`config.mk`:
```
export PLATFORM = sky130hd
export DESIGN_NAME = serial_adder_ctrl
export DESIGN_NICKNAME = d
export VERILOG_FILES = /design/src/rtl/serial_adder_ctrl.sv
export SDC_FILE = /design/constraint.sdc
export NUM_CORES = 1
export LEC_CHECK = 0
export ABC_AREA = 0
export BUFFER_PORTS_ARGS = -buffer_cell sky130_fd_sc_hd__buf_2
export CORE_ASPECT_RATIO = 1.5
export CORE_MARGIN = 2
export CORE_UTILIZATION = 50
export CTS_CLUSTER_DIAMETER = 30
export DETAILED_ROUTE_END_ITERATION = 8
export GPL_TIMING_DRIVEN = 0
export PLACE_DENSITY = 0.7
export SLEW_MARGIN = 20
export SYNTH_ARGS = -nofsm -noshare
export SYNTH_HDL_FRONTEND = slang
export SYNTH_SLANG_ARGS = --single-unit
```
`constraint.sdc`:
```
create_clock -name clk -period 1.8 [get_ports clk]
set_input_delay 0.36 -clock clk [delete_from_list [all_inputs] [get_ports clk]]
set_output_delay 0.36 -clock clk [all_outputs]
set_load 0.01 [all_outputs]
```
`src/rtl/serial_adder_ctrl.sv`:
```
// Bit-serial adder controller: one shared full_adder cell adds two WIDTH-bit
// operands LSB first, one bit per clock, with start/busy/done handshake.

module full_adder (
    input  logic x,
    input  logic y,
    input  logic ci,
    output logic s,
    output logic co
);
    assign s  = x ^ y ^ ci;
    assign co = (x & y) | (ci & (x ^ y));
endmodule

module serial_adder_ctrl #(
    parameter int WIDTH = 8
) (
    input  logic             clk,
    input  logic             rst_n,
    input  logic             start,
    input  logic [WIDTH-1:0] a,
    input  logic [WIDTH-1:0] b,
    input  logic             cin,
    output logic             busy,
    output logic             done,
    output logic [WIDTH-1:0] sum,
    output logic             cout
);
    localparam int CW = $clog2(WIDTH + 1);
    localparam logic [CW-1:0] LAST = CW'(WIDTH - 1);

    typedef enum logic [1:0] {IDLE, RUN, DONE} state_t;

    state_t           state;
    state_t           state_nxt;
    logic [WIDTH-1:0] sa;
    logic [WIDTH-1:0] sb;
    logic [WIDTH-1:0] ps;
    logic [WIDTH-1:0] ps_shift;
    logic [CW-1:0]    cnt;
    logic             c;
    logic             fa_s;
    logic             fa_co;
    logic             load;
    logic             last;

    full_adder u_fa (
        .x  (sa[0]),
        .y  (sb[0]),
        .ci (c),
        .s  (fa_s),
        .co (fa_co)
    );

    // New bit enters at the MSB; after WIDTH shifts bit 0 of the sum sits at ps[0].
    assign ps_shift = WIDTH'({fa_s, ps} >> 1);
    assign load     = start && (state == IDLE || state == DONE);
    assign last     = (state == RUN) && (cnt == LAST);
    assign busy     = (state == RUN);
    assign done     = (state == DONE);

    always_comb begin
        state_nxt = state;
        case (state)
            IDLE:    if (start) state_nxt = RUN;
            RUN:     if (cnt == LAST) state_nxt = DONE;
            DONE:    state_nxt = start ? RUN : IDLE;
            default: state_nxt = IDLE;
        endcase
    end

    always_ff @(posedge clk or negedge rst_n) begin
        if (!rst_n) begin
            state <= IDLE;
        end else begin
            state <= state_nxt;
        end
    end

    always_ff @(posedge clk or negedge rst_n) begin
        if (!rst_n) begin
            sa   <= '0;
            sb   <= '0;
            ps   <= '0;
            c    <= 1'b0;
            cnt  <= '0;
            sum  <= '0;
            cout <= 1'b0;
        end else if (load) begin
            sa  <= a;
            sb  <= b;
            c   <= cin;
            cnt <= '0;
        end else if (state == RUN) begin
            sa  <= sa >> 1;
            sb  <= sb >> 1;
            c   <= fa_co;
            ps  <= ps_shift;
            cnt <= cnt + CW'(1);
            if (last) begin
                sum  <= ps_shift;
                cout <= fa_co;
            end
        end
    end
endmodule

```
**Word-level counts from Yosys, hierarchy flattened**

Index checks and enable logic that the tools add are counted.
W data, S select, Z words.

- RAM bits: 0
- Memories kept: 0
- Latch bits: 0
- Bits of input ports: 20
- Logic and storage cells: 40
- Flip-flop bits (word level): 40
- Bits in read-only memories: 0
- Output and inout port bits: 11

- Muxes and demuxes: 12
- $add $sub $neg: 1
- Multiply operators: 0
- Eq/ne operators: 5
- Divide/modulo/power cells: 0
- Reduce and logical (&&, ||, !) cells: 8
- Order comparisons: 0
- Shift operators: 0
- Bitwise gates (word level): 6

Operators by type and width:

| operator | count |
|---|---|
| $mux W8 | 4 |
| $mux W4 | 2 |
| $pmux W2 S3 | 1 |
| $add A4 B1 Y4 const B | 1 |
| $eq A4 B3 Y1 const B | 1 |
| $mux W2 | 2 |
| $reduce_and A2 Y1 | 2 |
| $mux W1 | 3 |
| $reduce_and A3 Y1 | 1 |
| $and A1 B1 Y1 | 2 |
| $eq A2 B1 Y1 const B | 1 |
| $eq A2 B2 Y1 const B | 1 |
| $logic_and A1 B1 Y1 | 2 |
| $logic_not A2 Y1 | 1 |
| $ne A2 B1 Y1 const B | 1 |
| $ne A2 B2 Y1 const B | 1 |
| $reduce_bool A2 Y1 | 1 |
| $xor A1 B1 Y1 | 2 |
| $logic_or A1 B1 Y1 | 1 |
| $not A1 Y1 | 1 |
| $or A1 B1 Y1 | 1 |

**Logic depth before layout (Yosys ltp)**

- Depth after elaboration: 5
- Gate-level depth with buffers: 6
- Depth with buffers taken out: 4

**Modules after synthesis**

From an unflattened synthesis, not the netlist that was laid out.

- Cell total of the unflattened synthesis: 159
- Area total of the unflattened synthesis: 1631.6 µm²

By module, submodules not included:

| module | sequential area each (µm²) | cells each | times used | area each (µm²) |
|---|---|---|---|---|
| serial_adder_ctrl | 975.9 | 158 | 1 | 1611.5 |
| full_adder | 0.0 | 1 | 1 | 20.0 |

**Worst setup path after synthesis**

OpenSTA, ideal clock, no wires.

- Path kind: register -> register
- From: reg state[1]
- To: reg cout
- Library setup time: 0.125 ns
- Data required time: 1.675 ns
- Stages on the path, launching flop included: 5
- Arrival time: 1.321 ns
- Period minus slack after synthesis: 1.445 ns
- Path slack: 0.355 ns
- Cell sequence: dfrtp_1 > nand2b_1 > buf_6 > nor3_4 > mux2_2

- Cells in the longest elaborated chain, start to end: 5

RTL lines:

| what | line | text |
|---|---|---|
| start, declared | 34 | `state_t state;` |
| start signal, assigned | 76 | `state <= state_nxt;` |
| $eq A2 B2 Y1 / $logic_not A2 Y1 (equally long branches) | 57 | `assign load = start && (state == IDLE \|\| state == DONE);` |
| $logic_or A1 B1 Y1 | 57 |  |
| $logic_and A1 B1 Y1 | 57 |  |
| $not A1 Y1 (no line) | -- |  |
| $reduce_and A3 Y1 (no line) (*) | -- |  |
| end signal, assigned | 102 | `cout <= fa_co;` |
| end, declared | 27 | `output logic cout` |

Mark *: on every way between the ends. The rest lies on a longest branch, timed or not.
A chain may end at the register's enable or synchronous reset.

**Worst setup path after layout**

- From: reg state[1]
- To: out busy

- Cells in the longest elaborated chain, start to end: 1

RTL lines:

| what | line | text |
|---|---|---|
| $eq A2 B1 Y1 | 59 | `assign busy = (state == RUN);` |
| end, declared | 24 | `output logic busy,` |

Every way passes these cells.

==> impl_results.html <==
<table>
<tr><th>Metric</th><th>Value</th></tr>
<tr><th colspan="2">Floorplanning</th></tr>
<tr><td>Die Height</td><td>74.2 um</td></tr>
<tr><td>FP Rows</td><td>25</td></tr>
<tr><td>Number of ports placed on the die boundary</td><td>31</td></tr>
<tr><td>Starting density of the core</td><td>52.0%</td></tr>
<tr><td>Overall die area</td><td>3770 um2</td></tr>
<tr><td>Floorplan core area</td><td>3160 um2</td></tr>
<tr><td>Die width</td><td>50.8 um</td></tr>
<tr><th colspan="2">Hold path</th></tr>
<tr><td>Kind of path behind the tightest hold check</td><td>input pin to asynchronous set/reset pin</td></tr>
<tr><th colspan="2">Finish</th></tr>
<tr><td>Net total in the final layout</td><td>220</td></tr>
<tr><td>Fraction of layout instances using a drive strength above 1</td><td>25.6%</td></tr>
<tr><td>Layout filler cell count</td><td>279</td></tr>
<tr><td>Number of antenna diodes</td><td>0</td></tr>
<tr><td>Area growth syn-to-layout</td><td>20.4%</td></tr>
<tr><th colspan="2">Detailed routing</th></tr>
<tr><td>1st-pass router iterations</td><td>4</td></tr>
<tr><td>Routed met1 length</td><td>1320 um</td></tr>
<tr><td>DRC errors left</td><td>0</td></tr>
<tr><td>Antenna-violating nets left</td><td>0</td></tr>
<tr><td>Wire length on met2</td><td>1730 um</td></tr>
<tr><td>Routed wire length per instance</td><td>13.7 um</td></tr>
<tr><td>Final wirelength</td><td>3280 um</td></tr>
<tr><td>Top Metal Used</td><td>met4</td></tr>
<tr><td>Number of DRC violations after detailed-routing iteration 0</td><td>20</td></tr>
<tr><td>Number of vias after detailed routing</td><td>1242</td></tr>
<tr><td>Average via count per standard cell</td><td>5.20</td></tr>
<tr><td>Wire length on met3</td><td>171 um</td></tr>
<tr><th colspan="2">STA</th></tr>
<tr><td>Highest clock frequency the design can meet</td><td>587 MHz</td></tr>
<tr><td>Worst rel slew slack</td><td>42.7%</td></tr>
<tr><td>Worst setup skew after layout</td><td>0.00670 ns</td></tr>
<tr><td>Crit share post-route</td><td>94.6%</td></tr>
<tr><td>Sum Neg Setup Slack</td><td>0 ns</td></tr>
<tr><td>Number of hold violations in the final report</td><td>0</td></tr>
<tr><td>Slew at the pin closest to its max-slew limit</td><td>0.859 ns</td></tr>
<tr><td>Setup violators final</td><td>0</td></tr>
<tr><td>Shortest clock period the worst path allows after layout</td><td>1.70 ns</td></tr>
<tr><td>Number of max-slew violations in the final report</td><td>0</td></tr>
<tr><td>Setup repair after global routing missed its margin</td><td>false</td></tr>
<tr><th colspan="2">Synthesis</th></tr>
<tr><td>Top-count cell post-synth</td><td>sky130_fd_sc_hd__nand2_1</td></tr>
<tr><td>Post-synth top area cell</td><td>sky130_fd_sc_hd__dfrtp_1</td></tr>
<tr><td>Avg Cell Area, Syn</td><td>10.2 um2</td></tr>
<tr><td>Synthesized flop and latch total</td><td>39</td></tr>
<tr><td>Share of synthesized flip-flops with an asynchronous set or reset</td><td>100%</td></tr>
<tr><td>Most instantiated flip-flop cell in the synthesis netlist</td><td>sky130_fd_sc_hd__dfrtp_1</td></tr>
<tr><td>Yosys top cell area share</td><td>59.4%</td></tr>
<tr><td>Unique cell type count in the Yosys netlist</td><td>25</td></tr>
<tr><td>Number of enable flip-flop cells after synthesis</td><td>0</td></tr>
<tr><td>Mapped Nets</td><td>183</td></tr>
<tr><td>Cells taking the most area after synthesis</td><td>sky130_fd_sc_hd__dfrtp_1, sky130_fd_sc_hd__nand2_1, sky130_fd_sc_hd__mux2_2</td></tr>
<tr><td>Top cells by count, synth</td><td>sky130_fd_sc_hd__nand2_1, sky130_fd_sc_hd__dfrtp_1, sky130_fd_sc_hd__nor2_1, sky130_fd_sc_hd__a31oi_1, sky130_fd_sc_hd__mux2_2</td></tr>
<tr><td>Post-synthesis instance area</td><td>1640 um2</td></tr>
<tr><td>Portion of the post-synthesis area used by sequential elements</td><td>59.4%</td></tr>
<tr><td>Post-synthesis cell count</td><td>161</td></tr>
<tr><td>Synthesis warning total</td><td>0</td></tr>
<tr><th colspan="2">CTS</th></tr>
<tr><td>Number of H-tree branching levels</td><td>2</td></tr>
<tr><td>Worst skew pair latency</td><td>0.29 ns</td></tr>
<tr><td>Clock edge transition at the registers on the reported setup and hold paths</td><td>0.08 ns</td></tr>
<tr><td>Cts-stage hold buffer count</td><td>0</td></tr>
<tr><td>Number of buffers added for setup after CTS</td><td>0</td></tr>
<tr><td>Total number of clock tree sinks</td><td>39</td></tr>
<tr><td>Deepest clock path buffer count</td><td>2</td></tr>
<tr><td>Clock Tree Root</td><td>sky130_fd_sc_hd__clkbuf_8</td></tr>
<tr><td>Number of CTS-inserted buffers</td><td>5</td></tr>
<tr><td>CTS tree</td><td>built</td></tr>
<tr><th colspan="2">Setup path</th></tr>
<tr><td>Ordered list of cells on the worst path</td><td>nand2b_1 &gt; buf_6 &gt; inv_1 &gt; buf_4 &gt; buf_2</td></tr>
<tr><td>Critical path peak fanout</td><td>10</td></tr>
<tr><td>Worst path arrival time</td><td>1.34 ns</td></tr>
<tr><td>WS Path Type</td><td>flip-flop to output pin</td></tr>
<tr><td>Worst EP required</td><td>1.44 ns</td></tr>
<tr><td>Nature of the critical path startpoint</td><td>flip-flop</td></tr>
<tr><td>Critical path capture point type</td><td>output pin</td></tr>
<tr><td>Delay of the slowest cell on the worst path</td><td>0.37 ns</td></tr>
<tr><td>CP max stage cell</td><td>sky130_fd_sc_hd__dfrtp_1</td></tr>
<tr><td>Setup slack, reg-to-reg</td><td>0.20 ns</td></tr>
<tr><td>Top Family by Delay on Critical Path</td><td>buffers and inverters</td></tr>
<tr><td>Worst Path Buf+Inv</td><td>4</td></tr>
<tr><th colspan="2">Run status</th></tr>
<tr><td>Status</td><td>complete, no violations</td></tr>
<tr><th colspan="2">Placed design</th></tr>
<tr><td>PortBufs</td><td>30</td></tr>
<tr><td>Final weighted congestion in routability-driven placement</td><td>0.730</td></tr>
<tr><td>HPWL Detailed</td><td>2370 um</td></tr>
<tr><th colspan="2">GRT</th></tr>
<tr><td>Largest net degree at the start of global routing</td><td>40</td></tr>
<tr><td>Vias in the first global route</td><td>1272</td></tr>
<tr><td>Antenna violations before repair</td><td>0</td></tr>
<tr><td>Global route overflow</td><td>0</td></tr>
<tr><td>GRT Util Overall</td><td>20.6%</td></tr>
<tr><td>Global-route wire length before repair</td><td>5810 um</td></tr>
<tr><th colspan="2">Power and ir drop</th></tr>
<tr><td>Total power of the final layout</td><td>3750 uW</td></tr>
<tr><td>Power density cells</td><td>1900 nW/um2</td></tr>
<tr><td>Leak Pwr</td><td>0.000982 uW</td></tr>
<tr><td>Peak ir drop on the vdd network</td><td>1.01 mV</td></tr>
<tr><th colspan="2">Run</th></tr>
<tr><td>Count of max-cap constraint violations</td><td>0</td></tr>
</table>
-- metrics by stage --
step                area (um2)  hold WS (ns)  worst slack (ns)  utilization [%]  std cells
floorplan                 1640        0.0644             0.355                -        161
detailed placement        1840         0.482             0.182             58.4        231
global route              1980         0.245            0.0157             62.7        239
finish                    1980         0.177            0.0973             62.7        239
global placement          1840         0.453             0.198             58.4        231
CTS                       1980         0.201            0.0149             62.6        239
-- sequential cells by signal, summed over array words and instances (netlist names) --
signal,cells
c,1
cnt,4
cout,1
ps,7
sa,8
sb,8
state,2
sum,8
-- cells in the final DEF (no fill, tap or decap), drive strengths merged, types with 2 or more instances in the layout --
cell type	instances
nand2	53
dfrtp	39
buf	33
nor2	15
clkbuf	13
a31oi	12
mux2	10
nand2b	2
a22o	2
mux2i	2
a22oi	2
nand3	2
bufinv	2
nor3	2
-- final timing paths --
check | startpoint | to | cells after the start
min in group clk | cin | c | 3
max reg2reg | state[1] | sum[4] | 4
min | rst_n | ps[2] | 1
max in group asynchronous | rst_n | cout | 1
min reg2reg | ps[5] | ps[4] | 2
max | state[1] | busy | 5
-- cells by family (layout without fill, tap and decap cells) --
| group | after synthesis | after routing | share of synthesized area, % |
|---|---|---|---|
| and+or+nand+nor | 77 | 77 | 19.4 |
| DFF | 39 | 39 | 59.4 |
| AOI/OAI and AO/OA | 19 | 19 | 7.53 |
| muxes | 12 | 12 | 8.07 |
| buffers and inverters | 11 | 49 | 3.12 |
| adders and majority gates | 2 | 2 | 1.98 |
| xor gates and xnor gates | 1 | 1 | 0.533 |
-- power breakdown --
| part | switching, uW | total, uW | internal, uW |
|---|---|---|---|
| clock | 297 | 851 | 554 |
| sequential | 248 | 1540 | 1290 |
| combinational | 765 | 1370 | 601 |
| total | 1310 | 3750 | 2440 |
-- metal layers --
| metal | track usage, % | vias up |
|---|---|---|
| met5 | 0 | - |
| met4 | 6.61 | 0 |
| met3 | 5.42 | 7 |
| met2 | 37.0 | 37 |
| met1 | 24.0 | 593 |
| li1 | - | 605 |
-- final cells by class --
type,count,area (um2),share of cell area (%)
Sequential cell,39,976,49.3
Multi-Input combinational cell,111,617,31.2
Timing Repair Buffer,30,150,7.59
Clock buffer,6,72.6,3.67
Clock inverter,2,60.1,3.03
Buffer,10,50.0,2.53
Tap cell,40,50.0,2.53
Inverter,1,3.75,0.190
-- worst register-to-register path, delay by kind of cell, from the launching register on --
family | cells | cell delay (ns)
multiplexers | 1 | 0.40
AND/OR/NAND/NOR | 2 | 0.58
buffers and inverters | 1 | 0.14
flip-flops | 1 | 0.37
-- timing repair --
item,in CTS,in global routing
hold endpoints to repair,0,0
gates resized for setup,0,2
endpoints found under the setup margin,0,1
Power figures use the tool's default switching activity.
